`src/rtl/fetch_ctrl.sv`:
```
// Instruction-fetch sequencer: owns the PC, runs the imem req/ready
// handshake, feeds IF/ID, applies stalls/redirects and flags memory timeouts.
module fetch_ctrl #(
  parameter logic [31:0] RESET_PC = 32'h0000_0000,
  parameter int unsigned PC_STEP  = 4,
  parameter int unsigned TIMEOUT  = 16
) (
  input  logic        clk,
  input  logic        rst,
  input  logic        stall,
  input  logic        br_taken,
  input  logic [31:0] br_target,
  input  logic        jmp,
  input  logic [31:0] jmp_target,
  output logic        imem_req,
  output logic [31:0] imem_addr,
  input  logic        imem_ready,
  input  logic [31:0] imem_rdata,
  output logic [31:0] if_inscode,
  output logic [31:0] if_pc,
  output logic        if_valid,
  output logic        flush,
  output logic        fetch_err
);
  localparam int unsigned   CW       = $clog2(TIMEOUT);
  localparam logic [CW-1:0] WAIT_MAX = CW'(TIMEOUT - 1);
  localparam logic [31:0]   STEP     = 32'(PC_STEP);

  typedef enum logic [2:0] {IDLE, REQ, HOLD, DRAIN, ERR} state_t;

  state_t        state;
  logic [31:0]   pc;
  logic [31:0]   skid;
  logic [CW-1:0] wait_cnt;

  logic        redirect;
  logic [31:0] target;
  logic [31:0] pc_next;
  logic        timeout;

  // branch is the older instruction, so it beats a same-cycle jump
  assign redirect = br_taken | jmp;
  assign target   = (br_taken ? br_target : jmp_target) & 32'hFFFF_FFFC;
  assign pc_next  = pc + STEP;
  assign timeout  = (wait_cnt == WAIT_MAX) && !imem_ready;

  // fetch sequencer; every output is a register
  always_ff @(posedge clk or negedge rst) begin
    if (!rst) begin
      state      <= IDLE;
      pc         <= RESET_PC;
      skid       <= '0;
      wait_cnt   <= '0;
      imem_req   <= 1'b0;
      imem_addr  <= '0;
      if_inscode <= '0;
      if_pc      <= '0;
      if_valid   <= 1'b0;
      flush      <= 1'b0;
      fetch_err  <= 1'b0;
    end else begin
      flush <= 1'b0;
      case (state)
        IDLE: begin
          state    <= REQ;
          imem_req <= 1'b1;
          if (redirect) begin
            pc        <= target;
            imem_addr <= target;
            flush     <= 1'b1;
            if_valid  <= 1'b0;
          end else begin
            imem_addr <= pc;
          end
        end
        REQ: begin
          if (!imem_ready) begin
            if (timeout) begin
              state     <= ERR;
              fetch_err <= 1'b1;
              imem_req  <= 1'b0;
              if_valid  <= 1'b0;
            end else begin
              wait_cnt <= wait_cnt + 1'b1;
              // issued request can't be withdrawn: drain it on redirect
              if (redirect) begin
                pc       <= target;
                flush    <= 1'b1;
                if_valid <= 1'b0;
                state    <= DRAIN;
              end else if (!stall) begin
                if_valid <= 1'b0;
              end
            end
          end else begin
            wait_cnt <= '0;
            if (redirect) begin
              pc        <= target;
              imem_addr <= target;
              flush     <= 1'b1;
              if_valid  <= 1'b0;
            end else if (stall) begin
              skid     <= imem_rdata;
              imem_req <= 1'b0;
              state    <= HOLD;
            end else begin
              if_inscode <= imem_rdata;
              if_pc      <= pc;
              if_valid   <= 1'b1;
              pc         <= pc_next;
              imem_addr  <= pc_next;
            end
          end
        end
        HOLD: begin
          if (redirect) begin
            pc        <= target;
            imem_addr <= target;
            imem_req  <= 1'b1;
            flush     <= 1'b1;
            if_valid  <= 1'b0;
            state     <= REQ;
          end else if (!stall) begin
            if_inscode <= skid;
            if_pc      <= pc;
            if_valid   <= 1'b1;
            pc         <= pc_next;
            imem_addr  <= pc_next;
            imem_req   <= 1'b1;
            state      <= REQ;
          end
        end
        DRAIN: begin
          if_valid <= 1'b0;
          if (!imem_ready) begin
            if (timeout) begin
              state     <= ERR;
              fetch_err <= 1'b1;
              imem_req  <= 1'b0;
            end else begin
              wait_cnt <= wait_cnt + 1'b1;
              if (redirect) begin
                pc    <= target;
                flush <= 1'b1;
              end
            end
          end else begin
            // stale word is dropped; fetch the redirected pc next
            wait_cnt <= '0;
            state    <= REQ;
            if (redirect) begin
              pc        <= target;
              imem_addr <= target;
              flush     <= 1'b1;
            end else begin
              imem_addr <= pc;
            end
          end
        end
        ERR: begin
          imem_req <= 1'b0;
          if_valid <= 1'b0;
        end
        default: state <= IDLE;
      endcase
    end
  end
endmodule

```
`config.mk`:
```
export PLATFORM = sky130hd
export DESIGN_NAME = fetch_ctrl
export DESIGN_NICKNAME = d
export VERILOG_FILES = /design/src/rtl/fetch_ctrl.sv
export SDC_FILE = /design/constraint.sdc
export NUM_CORES = 1
export LEC_CHECK = 0
export ABC_CLOCK_PERIOD_IN_PS = 3680
export CAP_MARGIN = 10
export CORE_MARGIN = 4
export CORE_UTILIZATION = 45
export CTS_CLUSTER_SIZE = 40
export DETAILED_ROUTE_END_ITERATION = 10
export PLACE_DENSITY = 0.71
export SLEW_MARGIN = 20
export SYNTH_ARGS = -nofsm -noshare
export SYNTH_HDL_FRONTEND = slang
export SYNTH_SLANG_ARGS = --single-unit
```
`constraint.sdc`:
```
create_clock -name clk -period 3.68 [get_ports clk]
set_input_delay 0.368 -clock clk [delete_from_list [all_inputs] [get_ports clk]]
set_output_delay 0.368 -clock clk [all_outputs]
set_load 0.05 [all_outputs]
```
==> results.json, run 1 <==
{
  "drv_slew": 0,
  "cts_root_buffer": "clkbuf_16",
  "setup_tns_ps": 0,
  "ios": 202,
  "num_antenna_cells": 0,
  "status": "finished with violations",
  "cts_tree": "yes",
  "num_vias": 9730,
  "synthArstFlopShare_pct": 100,
  "powerDensity_nw_per_um2": 917,
  "grt_pass1_vias": 9594,
  "vias_per_cell": 6.21,
  "io_buffers": 197,
  "track_usage_pct": 26.2,
  "synth-simple-area-share_pct": 16.2,
  "clkTransAtPathRegs_ps": 70,
  "synth_cells": 1119,
  "syn_nets": 1223,
  "synth_top_area_share_pct": 41.2,
  "vdd_drop_max_uv": 600,
  "layout-drive-gt1-share_pct": 14.3,
  "hold_buffers": 0,
  "fin_skew_ps": 15.4,
  "core_area_um2": 22600,
  "place_area_um2": 12600,
  "maxCapViolations": 0,
  "post-cts-setup-buffers": 0,
  "firstDrtPassIters": 6,
  "grt_max_degree": 88,
  "wl_per_cell_um": 21.5,
  "holdWs_ps": -16.9,
  "synthXorXnorAreaFrac_pct": 1.77,
  "synth.area.top_cells": "dfrtp_1, mux2_2, mux2i_1",
  "yosysMostFrequentCell": "dfrtp_1",
  "synth_edf_count": 0,
  "p_leak_nw": 5.22,
  "synth_compound_area_share_pct": 22.4,
  "design.die.area_um2": 25500,
  "synth.largest_area_cell": "dfrtp_1",
  "cts_buffers": 17,
  "grt_overflow": 0,
  "htree_levels": 4,
  "dp_hpwl_mm": 23.5,
  "initial_core_util_pct": 45.8,
  "row_count": 55,
  "finalSetupViolCount": 0,
  "place_congestion": 0.962,
  "antenna_found_initial": 0,
  "min_period_ps": 2920,
  "finish.utilization_pct": 58.3,
  "synth_top_flop_cell": "dfrtp_1",
  "synth_top_family_by_area": "compound AO/OA/AOI/OAI gates",
  "worstReg2RegEnd": "imem_addr[28]$_DFFE_PN0P_",
  "drc": 0,
  "syn_area_per_cell_um2": 9.27,
  "violations": "hold timing",
  "synthMuxAreaShare_pct": 12.5,
  "synth_commonest_cells": "dfrtp_1, nor2_1, clkbuf_1",
  "worstPathRequired_ps": 4060,
  "r2r_start": "pc[3]$_DFFE_PN0P_",
  "final_cell_area_um2": 13200,
  "reg2reg_slack_ps": 760,
  "final_antenna_net_count": 0,
  "synth-adder-area-share_pct": 0.241,
  "finalWirelength_mm": 33.8,
  "grt_pass1_wl_mm": 54.2,
  "hold_viol": 3,
  "clkSinkCount": 171,
  "clock_latency_ps": 450,
  "slew_headroom_pct": 36.7,
  "die_h_um": 160,
  "seq_area_frac_synth_pct": 41.2,
  "synth_cell_types": 79,
  "die_w_um": 160,
  "hp-class": "in2async",
  "rsz0062_at_grt": "no",
  "drt_iter0_markers": 996,
  "critPathMaxFanout": 17,
  "worst_slew_pin_slew_ps": 948,
  "ff2ff_path_depth": 6,
  "ys_warn_count": 0,
  "crit_path_start_kind": "register",
  "synth_seq_cells": 171,
  "cts_buffer_depth": 2,
  "synth_area_um2": 10400,
  "post_cts_resized": 0,
  "worst_ep_arrival_time_ps": 3300,
  "area_growth_pct": 27.2,
  "period_share_pct": 79.4,
  "fin_nets": 1374,
  "end_kind": "register",
  "max_freq_mhz": 342,
  "crit_type": "reg2reg"
}
==> final cells by class <==
type | instances | area [um^2]
fill | 1960 | 9450
multi-input combinational | 820 | 5540
sequential | 171 | 4280
timing repair buffer | 240 | 2340
clock buffer | 18 | 439
tap | 285 | 357
clock inverter | 14 | 174
inverter | 20 | 75.1
==> where the power goes <==
part	internal, mW	switching, mW
clock network	1.05	0.854
logic	2.48	4.09
registers	2.76	0.865
total	6.29	5.81
==> stage by stage <==
step	power [mW]	hold WS, ps	std cells	worst slack [ps]
6_report	12.1	-16.9	1568	757
5_1_grt	12.8	54.4	1568	604
4_1_cts	12.1	42.6	1568	825
3_5_place_dp	10.1	465	1536	840
3_3_place_gp	10.0	458	1536	846
2_1_floorplan	7.91	72.4	1119	1370
==> placed cells by master, fill, tap and decap left out, types with 10 or more instances in the layout <==
master,count
clkdlybuf4s50_1,194
nor2_1,86
a21oi_1,79
inv_1,19
o211ai_1,18
xnor2_1,12
o221ai_1,10
nand2b_1,22
buf_4,39
o22ai_1,12
mux2i_1,41
mux2_2,79
nand4_1,11
o21a_1,12
a31oi_1,13
nor3_1,33
nor2b_1,12
o21ai_0,78
o31ai_1,20
or3_1,11
dfrtp_1,171
clkbuf_16,17
nand3_1,22
nand2_1,71
==> kinds of logic (layout without fill, tap and decap cells) <==
group | count (synthesis) | in the layout
compound gates | 348 | 348
xor+xnor | 21 | 21
fa+ha+maj | 2 | 2
buf+inv | 128 | 292
flops | 171 | 171
mux | 120 | 120
simple gates | 329 | 329
==> state kept, by name (all words and copies together), names as in the netlist, 3 cells and up <==
| name | flops |
|---|---|
| state | 3 |
| if_pc | 32 |
| imem_addr | 32 |
| if_inscode | 32 |
| skid | 32 |
| wait_cnt | 4 |
| pc | 32 |
==> critical path, stage by stage, from the launching register on <==
cell and delay, ps:
dfrtp_1 540, ha_1 250, nand3_1 170, or4_1 850
or4_1 540, a311oi_1 350, a211o_1 150
==> worst max-delay path by stage <==
stage	from	end	slack (ps)	cells after the start
finish	pc[3]$_DFFE_PN0P_	imem_addr[28]$_DFFE_PN0P_	760	6
global route	pc[3]$_DFFE_PN0P_	imem_addr[28]$_DFFE_PN0P_	600	6
CTS	pc[3]$_DFFE_PN0P_	imem_addr[20]$_DFFE_PN0P_	820	6
detailed placement	pc[3]$_DFFE_PN0P_	imem_addr[20]$_DFFE_PN0P_	840	6
global placement	pc[3]$_DFFE_PN0P_	imem_addr[20]$_DFFE_PN0P_	850	6
floorplan	pc[2]$_DFFE_PN0P_	imem_addr[26]$_DFFE_PN0P_	1370	8
==> routing by layer <==
layer	track usage [%]	vias to the layer above	part of all wire, %
met1	34.4	4649	40
met5	0	-	0
met4	8.49	0	3.1
met3	9.94	88	12
met2	40.1	542	45
li1	-	4451	-
No activity file was read; power rests on OpenSTA's default activity.
==> run 2, diff against run 1 <==
--- a/config.mk
+++ b/config.mk
@@ -5,13 +5,13 @@
 export SDC_FILE = /design/constraint.sdc
 export NUM_CORES = 1
 export LEC_CHECK = 0
-export ABC_CLOCK_PERIOD_IN_PS = 3680
+export ABC_CLOCK_PERIOD_IN_PS = 2350
 export CAP_MARGIN = 10
 export CORE_MARGIN = 4
 export CORE_UTILIZATION = 45
 export CTS_CLUSTER_SIZE = 40
 export DETAILED_ROUTE_END_ITERATION = 10
-export PLACE_DENSITY = 0.71
+export PLACE_DENSITY = 0.74
 export SLEW_MARGIN = 20
 export SYNTH_ARGS = -nofsm -noshare
 export SYNTH_HDL_FRONTEND = slang
==> constraint.sdc (replaced) <==
create_clock -name clk -period 2.35 [get_ports clk]
set_input_delay 0.235 -clock clk [delete_from_list [all_inputs] [get_ports clk]]
set_output_delay 0.235 -clock clk [all_outputs]
set_load 0.05 [all_outputs]
==> results.json, run 2 (synthesis results as in run 1) <==
{
  "p_total_mw": 19.8,
  "layout.cells.most_common": "clkdlybuf4s50_1",
  "initial_core_util_pct": 45.8,
  "crit_path_start_kind": "register",
  "cts_root_buffer": "clkbuf_16",
  "die_h_um": 160,
  "fin_skew_ps": 15.4,
  "grt_max_degree": 55,
  "post-cts-setup-buffers": 0,
  "vias_per_cell": 6.16,
  "worst_ep_arrival_time_ps": 2670,
  "vdd_drop_max_uv": 912,
  "finalWirelength_mm": 35.8,
  "drv_slew": 0,
  "hp-class": "in2async",
  "ios": 202,
  "p_leak_nw": 5.72,
  "status": "completed",
  "layout-drive-gt1-share_pct": 21.2,
  "crit_top_cell": "or4_4",
  "cpMaxStageDelayCell": "or4_4",
  "max_freq_mhz": 437,
  "cts_buffers": 17,
  "path_cells": "ha_4, nand3_4, or4_4, buf_6, or4_4, a311oi_2, a211o_1",
  "min_period_ps": 2290,
  "antenna_found_initial": 0,
  "final_antenna_net_count": 0,
  "clkTransAtPathRegs_ps": 80,
  "row_count": 55,
  "core_area_um2": 22600,
  "cts_buffer_depth": 2,
  "grt_overflow": 0,
  "worst_slew_pin_slew_ps": 588,
  "crit_type": "reg2reg",
  "place_congestion": 0.969,
  "cpPeakStageDelay_ps": 550,
  "maxCapViolations": 0,
  "hold_viol": 0,
  "finalSetupViolCount": 0,
  "clkSinkCount": 171,
  "io_buffers": 197,
  "clock_latency_ps": 440,
  "cp_top_family": "simple AND/OR/NAND/NOR gates",
  "grt_pass1_wl_mm": 55.8,
  "end_kind": "register",
  "cts_tree": "yes",
  "worstPathRequired_ps": 2720,
  "critPathBufInv": 1,
  "powerDensity_nw_per_um2": 1400,
  "area_growth_pct": 35.9,
  "design.die.area_um2": 25500,
  "nFillCells": 1898,
  "finish.utilization_pct": 62.3,
  "wl_per_cell_um": 21.5,
  "drc": 0,
  "rsz0062_at_grt": "yes",
  "track_usage_pct": 27.2,
  "mostFrequentLayoutCells": "clkdlybuf4s50_1, dfrtp_1, buf_4",
  "htree_levels": 4,
  "slew_headroom_pct": 60.8,
  "critPathMaxFanout": 11,
  "grt_pass1_vias": 10000,
  "period_share_pct": 97.5,
  "drt_iter0_markers": 955,
  "dp_hpwl_mm": 26.3,
  "num_antenna_cells": 0,
  "die_w_um": 160,
  "firstDrtPassIters": 6,
  "num_vias": 10300,
  "fin_nets": 1469
}
## run 2: worst paths after layout
check	cells past startpoint	startpoint	slack, ps	to
setup / recovery	7	pc[2]$_DFFE_PN0P_	60	imem_addr[20]$_DFFE_PN0P_
hold / removal	2	rst	250	imem_addr[4]$_DFFE_PN0P_
setup reg to reg	7	pc[2]$_DFFE_PN0P_	60	imem_addr[20]$_DFFE_PN0P_
hold reg to reg	1	fetch_err$_DFFE_PN0P_	480	fetch_err$_DFFE_PN0P_
max in group asynchronous	3	rst	1450	if_pc[9]$_DFFE_PN0P_
min in group clk	3	br_taken	260	imem_addr[7]$_DFFE_PN0P_
## run 2: layer usage
layer	track usage, %	part of all wire [%]	vias to the layer above
met5	0	0	-
met3	7.64	9.9	74
li1	-	-	4662
met4	9.66	2.9	0
met1	36.2	41	4983
met2	42.9	46	532
## run 2: metrics by stage
step                cells  TNS [ps]  cell area, um^2  setup slack [ps]  hold WS (ps)
floorplan            1119         0            10400              37.3         -60.6
global placement     1630      -185            13300              -111           138
detailed placement   1630      -233            13300              -126           140
CTS                  1663         0            14000              8.89           248
global route         1663     -69.0            14100             -34.5           258
finish               1663         0            14100              59.2           246
## run 2: final cells by class
class	count	area, um^2	area share [%]
tap	285	357	2.53
sequential	171	4280	30.4
timing repair buffer	335	3120	22.1
inverter	20	75.1	0.533
clock buffer	17	425	3.02
multi-input combinational	820	5640	40.0
clock inverter	15	199	1.41
## run 2: what timing repair did
| item | in CTS | in global routing |
|---|---|---|
| resized for setup | 5 | 18 |
| pin swaps | 3 | 1 |
| endpoints found under the setup margin | 6 | 13 |
| hold buffers | 1 | 0 |
| endpoints found under the hold margin | 23 | 0 |
## run 2: report_power, final
part / switching, mW / total [mW] / internal (mW)
Clock: 1.44 / 2.98 / 1.54
Combinational: 7.05 / 11.5 / 4.48
Sequential: 0.951 / 5.28 / 4.33
Total: 9.43 / 19.8 / 10.4
==> run 3, diff against run 2 <==
--- a/config.mk
+++ b/config.mk
@@ -8,10 +8,9 @@
 export ABC_CLOCK_PERIOD_IN_PS = 2350
 export CAP_MARGIN = 10
 export CORE_MARGIN = 4
-export CORE_UTILIZATION = 45
+export CORE_UTILIZATION = 25
 export CTS_CLUSTER_SIZE = 40
 export DETAILED_ROUTE_END_ITERATION = 10
-export PLACE_DENSITY = 0.74
 export SLEW_MARGIN = 20
 export SYNTH_ARGS = -nofsm -noshare
 export SYNTH_HDL_FRONTEND = slang
==> results.json, run 3 (synthesis results as in run 1) <==
{
  "slew_headroom_pct": 57.6,
  "drc": 0,
  "max_freq_mhz": 437,
  "vdd_drop_max_uv": 673,
  "area_growth_pct": 38.4,
  "final_cell_area_um2": 14400,
  "place_congestion": 0.961,
  "layout.cells.most_common": "clkdlybuf4s50_1",
  "worst_ep_arrival_time_ps": 2680,
  "rsz0062_at_grt": "yes",
  "finish.utilization_pct": 35.1,
  "core_area_um2": 40900,
  "hp-class": "in2async",
  "critPathBufInv": 1,
  "firstDrtPassIters": 5,
  "pre_cts_ws_ps": -94.8,
  "crit_type": "reg2reg",
  "cts_buffers": 17,
  "die_h_um": 212,
  "fin_skew_ps": 10.5,
  "place_inst": 1879,
  "worst_slew_pin_slew_ps": 636,
  "period_share_pct": 97.4,
  "maxCapViolations": 0,
  "wl_per_cell_um": 21.1,
  "grt_pass1_wl_mm": 61.6,
  "nFillCells": 4255,
  "cts_buffer_depth": 2,
  "place_area_um2": 13700,
  "htree_levels": 4,
  "clkTransAtPathRegs_ps": 80,
  "drv_slew": 0,
  "powerDensity_nw_per_um2": 1400,
  "row_count": 74,
  "grt_overflow": 0,
  "fin_nets": 1472,
  "hold_viol": 0,
  "finalSetupViolCount": 0,
  "mostFrequentLayoutCells": "clkdlybuf4s50_1, dfrtp_1, buf_4",
  "layout-drive-gt1-share_pct": 21.4,
  "dp_hpwl_mm": 30.0,
  "end_kind": "register",
  "crit_top_cell": "or4_4",
  "crit_path_start_kind": "register",
  "cp_top_family": "simple AND/OR/NAND/NOR gates",
  "clkSinkCount": 171,
  "track_usage_pct": 17.7,
  "antenna_found_initial": 5,
  "path_cells": "ha_2, nand3_2, or4_4, buf_6, or4_4, a311oi_2, a211o_1",
  "cpMaxStageDelayCell": "or4_4",
  "num_vias": 10200,
  "status": "completed",
  "finalWirelength_mm": 40.3,
  "initial_core_util_pct": 25.3,
  "setup_tns_ps": 0,
  "critPathMaxFanout": 11,
  "io_buffers": 197,
  "cts_root_buffer": "clkbuf_16",
  "grt_pass1_vias": 10100,
  "clock_latency_ps": 450,
  "final_antenna_net_count": 0,
  "p_leak_nw": 5.70,
  "fin_cells": 1915,
  "grt_max_degree": 57,
  "min_period_ps": 2290,
  "die_w_um": 212,
  "cpPeakStageDelay_ps": 550,
  "vias_per_cell": 5.33,
  "worstPathRequired_ps": 2740,
  "cts_tree": "yes",
  "ios": 202,
  "drt_iter0_markers": 901,
  "final.setup.worst_slack_ps": 60.2,
  "design.die.area_um2": 44800
}
run 3: metrics by stage:
step,power (mW),hold WS (ps)
2_1_floorplan,12.4,-60.6
3_3_place_gp,16.8,183
3_5_place_dp,17.0,188
4_1_cts,20.0,262
5_1_grt,21.2,284
6_report,20.1,254
run 3: repair_timing:
| item | in CTS | in global routing |
|---|---|---|
| endpoints found under the setup margin | 1 | 17 |
| pin swaps | 1 | 5 |
| buffers inserted | 0 | 1 |
| hold endpoints to repair | 39 | 0 |
| hold buffers | 1 | 0 |
| gates resized for setup | 0 | 19 |
run 3: worst paths after layout:
check	start	end	slack, ps	cells after the start
max in group asynchronous	rst	if_inscode[31]$_DFFE_PN0P_	1370	3
min	rst	skid[22]$_DFFE_PN0P_	250	2
max	pc[3]$_DFFE_PN0P_	imem_addr[20]$_DFFE_PN0P_	60	7
min reg2reg	fetch_err$_DFFE_PN0P_	fetch_err$_DFFE_PN0P_	480	1
max reg2reg	pc[3]$_DFFE_PN0P_	imem_addr[20]$_DFFE_PN0P_	60	7
min in group clk	imem_rdata[14]	skid[14]$_DFFE_PN0P_	420	2
run 3: final cells by class:
class                           count  area, um^2  share of cell area (%)
Clock inverter                     15         169                    1.18
Tap cell                          532         666                    4.64
Clock buffer                       17         425                    2.96
Inverter                           20        75.1                   0.523
Sequential cell                   171        4280                    29.8
Antenna cell                        2        5.00                  0.0349
Timing Repair Buffer              338        3130                    21.8
Multi-Input combinational cell    820        5610                    39.1
run 3: metal layers:
metal	vias up	track usage (%)	wire length, um
li1	4657	-	-
met1	4964	22.9	16300
met2	514	28.4	18700
met3	65	6.22	4430
met4	8	4.60	888
met5	-	0	51
run 3: power breakdown:
part           internal [mW]  leakage (nW)  switching (mW)  total (mW)
combinational           4.56          3.37            7.25        11.8
clock                   1.52         0.284            1.43        2.96
sequential              4.33          2.05           0.954        5.29
run 3: worst register-to-register path, delay by kind of cell, from the launching register on:
family | cells | cell delay (ps)
buffers and inverters | 1 | 170
AND/OR/NAND/NOR | 3 | 1160
flip-flops | 1 | 380
adder cells (fa/ha/maj) | 1 | 200
AO/OA/AOI/OAI | 2 | 330
